## src/rtl/pulse_meter.sv

```systemverilog
// Pulse-line meter: synchronizes an async pulse input and measures high width,
// period and completed-period count in clock cycles, strobing valid per period.
module pulse_meter #(
  parameter int WIDTH = 8
) (
  input  logic             clock,
  input  logic             reset,
  input  logic             signal,
  input  logic             start,
  input  logic             stop,
  output logic [WIDTH-1:0] width,
  output logic [WIDTH-1:0] period,
  output logic [WIDTH-1:0] count,
  output logic             valid,
  output logic             overflow,
  output logic             busy
);

  typedef enum logic [1:0] {IDLE, ARMED, HIGH, LOW} state_t;

  localparam logic [WIDTH-1:0] MAX = '1;
  localparam logic [WIDTH-1:0] ONE = WIDTH'(1);

  state_t           state_q;
  logic             s1_q, s2_q, s3_q;
  logic [WIDTH-1:0] wcnt_q, pcnt_q, shadow_q;
  logic [WIDTH-1:0] width_q, period_q, count_q;
  logic             valid_q, overflow_q, busy_q;
  logic             rise, fall;

  assign rise = s2_q & ~s3_q;
  assign fall = ~s2_q & s3_q;

  function automatic logic [WIDTH-1:0] sat_inc(input logic [WIDTH-1:0] x);
    return (x == MAX) ? x : x + ONE;
  endfunction

  // Overflow flags any increment attempted while a counter already sits at MAX.
  always_ff @(posedge clock or posedge reset) begin
    if (reset) begin
      state_q    <= IDLE;
      s1_q       <= 1'b0;
      s2_q       <= 1'b0;
      s3_q       <= 1'b0;
      wcnt_q     <= '0;
      pcnt_q     <= '0;
      shadow_q   <= '0;
      width_q    <= '0;
      period_q   <= '0;
      count_q    <= '0;
      valid_q    <= 1'b0;
      overflow_q <= 1'b0;
      busy_q     <= 1'b0;
    end else begin
      s1_q    <= signal;
      s2_q    <= s1_q;
      s3_q    <= s2_q;
      valid_q <= 1'b0;
      if (stop) begin
        state_q <= IDLE;
        busy_q  <= 1'b0;
      end else begin
        case (state_q)
          IDLE: begin
            if (start) begin
              state_q    <= ARMED;
              busy_q     <= 1'b1;
              count_q    <= '0;
              overflow_q <= 1'b0;
            end
          end
          ARMED: begin
            if (rise) begin
              state_q <= HIGH;
              wcnt_q  <= ONE;
              pcnt_q  <= ONE;
            end
          end
          HIGH: begin
            pcnt_q <= sat_inc(pcnt_q);
            if (pcnt_q == MAX) overflow_q <= 1'b1;
            if (fall) begin
              shadow_q <= wcnt_q;
              state_q  <= LOW;
            end else begin
              wcnt_q <= sat_inc(wcnt_q);
              if (wcnt_q == MAX) overflow_q <= 1'b1;
            end
          end
          LOW: begin
            if (rise) begin
              period_q <= pcnt_q;
              width_q  <= shadow_q;
              count_q  <= sat_inc(count_q);
              if (count_q == MAX) overflow_q <= 1'b1;
              valid_q  <= 1'b1;
              wcnt_q   <= ONE;
              pcnt_q   <= ONE;
              state_q  <= HIGH;
            end else begin
              pcnt_q <= sat_inc(pcnt_q);
              if (pcnt_q == MAX) overflow_q <= 1'b1;
            end
          end
          default: state_q <= IDLE;
        endcase
      end
    end
  end

  assign width    = width_q;
  assign period   = period_q;
  assign count    = count_q;
  assign valid    = valid_q;
  assign overflow = overflow_q;
  assign busy     = busy_q;

endmodule

```

## config.mk

```make
export PLATFORM = sky130hd
export DESIGN_NAME = pulse_meter
export DESIGN_NICKNAME = d
export VERILOG_FILES = /design/src/rtl/pulse_meter.sv
export SDC_FILE = /design/constraint.sdc
export NUM_CORES = 1
export LEC_CHECK = 0
export CORE_MARGIN = 2
export CORE_UTILIZATION = 36
export CTS_BUF_LIST = sky130_fd_sc_hd__clkbuf_4 sky130_fd_sc_hd__clkbuf_8
export DETAILED_ROUTE_END_ITERATION = 8
export PLACE_DENSITY_LB_ADDON = 0.08
export REMOVE_ABC_BUFFERS = 1
export SYNTH_ARGS = -nofsm -noshare
export SYNTH_HDL_FRONTEND = slang
export SYNTH_SLANG_ARGS = --single-unit
```

## constraint.sdc

```tcl
create_clock -name clock -period 3.8 [get_ports clock]
set_clock_uncertainty 0.05 [all_clocks]
set_input_delay 0.57 -clock clock [delete_from_list [all_inputs] [get_ports clock]]
set_output_delay 0.57 -clock clock [all_outputs]
set_load 0.1 [all_outputs]
```

==> out/qor.txt <==
Cell Area, Placed = 0.00298 sq mm
Synth Area in Adders = 0.0146
slowest stage cell on the critical path = clkdlybuf4s50_1
synth warn = 0
synth-to-layout area growth = 19.2%
Synth Register Bits = 56
Synth Area in XOR/XNOR = 0.00680
drt pass-1 iters = 4
post-DR wirelength/cell = 13.7 um
largest family of logic cells by synthesized area = simple AND/OR/NAND/NOR gates
sequential cell area fraction in the yosys report = 0.544
CTS Hold Bufs = 0
first-pass GRT wire length = 9.20 mm
CP Cell Sequence = clkdlybuf4s50_1
Net Switching = 350 uW
commonest cells after routing, fill and taps aside = nand2_1, dfrtp_1, clkdlybuf4s50_1, nor2_1, o31ai_1
I/O Pins = 32
leading cell type in the layout, fill and taps excluded = nand2_1
# resized after CTS = 0
r2r setup slk = 1.42 ns
Die ar. = 0.00785 sq mm
top_reg_cell synth = dfrtp_1
Hold WC Path Type = reg -> reg
Sw Ratio = 0.296
combinational share of power = 0.135
Starting Density = 0.375
Register-to-Register Path Depth = 4
Setup Viol. Count Final = 0
count of cell types in the netlist = 47
Routed WL = 5.26 mm
Final min period = 2.55 ns
mux contribution to synthesized area = 0.0593
core area = 0.00687 sq mm
Worst Tran Pin Value = 0.972 ns
Register Area = 0.00140 sq mm
area of the mapped netlist = 0.00257 sq mm
crit path setup slack, layout = 1.25 ns
CTS tree = done
Post-Layout Cell Count = 384
Async S/R FF share, synth = 1.00
Slew Limit Fails = 0
H-Tree Depth = 2
CP bufs+invs = 1
Top Usage Layer GRT = met2
Clock Root Buffer = clkbuf_8
Clock Pin Slew Worst Setup and Hold Paths = 0.10 ns
vias in the first global route = 1925
drc violations = 0
RSZ-0062 raised after global routing = false
grt met3 use = 0.0354
final instance area = 0.00307 sq mm
max cap viols = 0
Slew HR = 0.350
Fin. Hold Viols = 0
slowest stage delay, CP = 1.17 ns
met1 Resource Use GR = 0.212
Synth Area in Compound Gates = 0.127
Peak Freq = 392 MHz
P_int = 834 uW
Max VDD drop = 0.130 mV
Avg Inst Size Synth = 10.1 sq um
layout cell share with drive strength beyond 1 = 0.0903
gpl congestion = 0.811
hold depth = 0
Congestion Overflow GR = 0
WP data arrival = 1.93 ns
DIE WIDTH = 88.6 um
CP Launch Type = register
PD cells = 386 mW/mm^2
drt first-iter violations = 138
DP Worst Slack = 1.09 ns
Setup Fix Bufs, Post-CTS = 0
crit path max fanout = 7
Clk pwr share = 0.285
Final #Nets = 295
Vias/cell = 5.12
Final ANT Viol Nets = 0
hold slack = 0.305 ns
fin crit share = 0.671
critical path depth = 1
number of flops mapped to enable cells by yosys = 0
DPL Wire Length = 3.63 mm
gr usage total = 0.151
Die H = 88.6 um
CTS Buf Count = 5
Lkg Pwr = 0.00138 uW
met2 Usage GRT = 0.232
critical setup path kind = reg -> out
IO buf count = 31
antenna fix cells = 0
multi-input logic area = 0.00111 sq mm
antenna violations before repair = 0
filler cell count = 692
dpl cells = 376
CTS Buffer Depth = 2
status = finished, final reports clean
Vias = 1965
sequential share of power = 0.581
Largest delay share family, worst path = buffers and inverters
worst skew pair latency = 0.31 ns
setup TNS = 0 ns
critical path endpoint category = output pin
Clock Sinks = 56
worst path required time = 3.18 ns
Mapped Cells = 254
# rows = 30
simple-gate portion of the synthesized area = 0.224
largest net degree at the start of global routing = 36
-- logic make-up (layout without fill, tap and decap cells) --
family,Yosys count,count (layout)
AO/OA/AOI/OAI,45,45
XOR/XNOR,2,2
adder cells (fa/ha/maj),3,3
buffers and inverters,13,47
flip-flops,56,56
multiplexers,14,14
AND/OR/NAND/NOR,121,121
-- routing by layer --
metal  part of all wire  routed length, um
met5                  0                  0
met4              0.014                 74
met2               0.44               2330
met1               0.51               2700
met3              0.028                148
-- synthesized netlist by cell type (all sizes together) (2+ instances only) --
library cell | count | area share
a21oi | 8 | 0.016
a31oi | 3 | 0.013
and3 | 7 | 0.017
and4 | 2 | 0.0068
buf | 5 | 0.012
dfrtp | 56 | 0.54
ha | 3 | 0.015
inv | 7 | 0.010
mux2 | 10 | 0.044
mux2i | 4 | 0.016
nand2 | 63 | 0.093
nand2b | 5 | 0.012
nand3 | 10 | 0.021
nor2 | 14 | 0.020
nor3 | 3 | 0.0058
nor3b | 2 | 0.0058
o21ai | 12 | 0.023
o31ai | 12 | 0.040
o41ai | 2 | 0.0068
or3 | 2 | 0.0049
or4 | 4 | 0.012
xor2 | 2 | 0.0068
-- final cells by class --
cell class,count,area share
Multi-Input combinational cell,185,0.362
Clock inverter,2,0.00530
Tap cell,96,0.0391
Sequential cell,56,0.456
Clock buffer,6,0.0249
Timing Repair Buffer,32,0.104
Inverter,7,0.00856
-- path summary, 6_finish.rpt --
path                                        start                    to
setup / recovery             count[3]$_DFFE_PP0P_              count[3]
hold reg to reg                    s1_q$_DFF_PP0_        s2_q$_DFF_PP0_
setup reg to reg           state_q[0]$_DFFE_PP0P_  count[6]$_DFFE_PP0P_
max in group asynchronous                   reset  count[5]$_DFFE_PP0P_
min in group asynchronous                   reset  width[3]$_DFFE_PP0P_
hold / removal                     s1_q$_DFF_PP0_        s2_q$_DFF_PP0_
-- stage by stage --
step / power (uW) / utilization
2_1_floorplan: 807 / -
3_3_place_gp: 857 / 0.434
3_5_place_dp: 860 / 0.434
4_1_cts: 1200 / 0.447
5_1_grt: 1250 / 0.447
6_report: 1180 / 0.447
-- flip-flops by register name (all words and copies together) (netlist names) --
register and cells:
period 8, s3_q 1, overflow 1, pcnt_q 8, valid 1, count 8, state_q 2, shadow_q 8
busy 1, wcnt_q 8, s2_q 1, s1_q 1, width 8
-- power by group through the flow --
stage	clock [uW]	combinational (uW)	sequential, uW
after floorplan	0	96.3	711
after global placement	0	160	698
after detailed placement	0	161	699
after CTS	350	162	687
after global routing	375	182	697
final	337	159	687
Power figures use the tool's default switching activity.
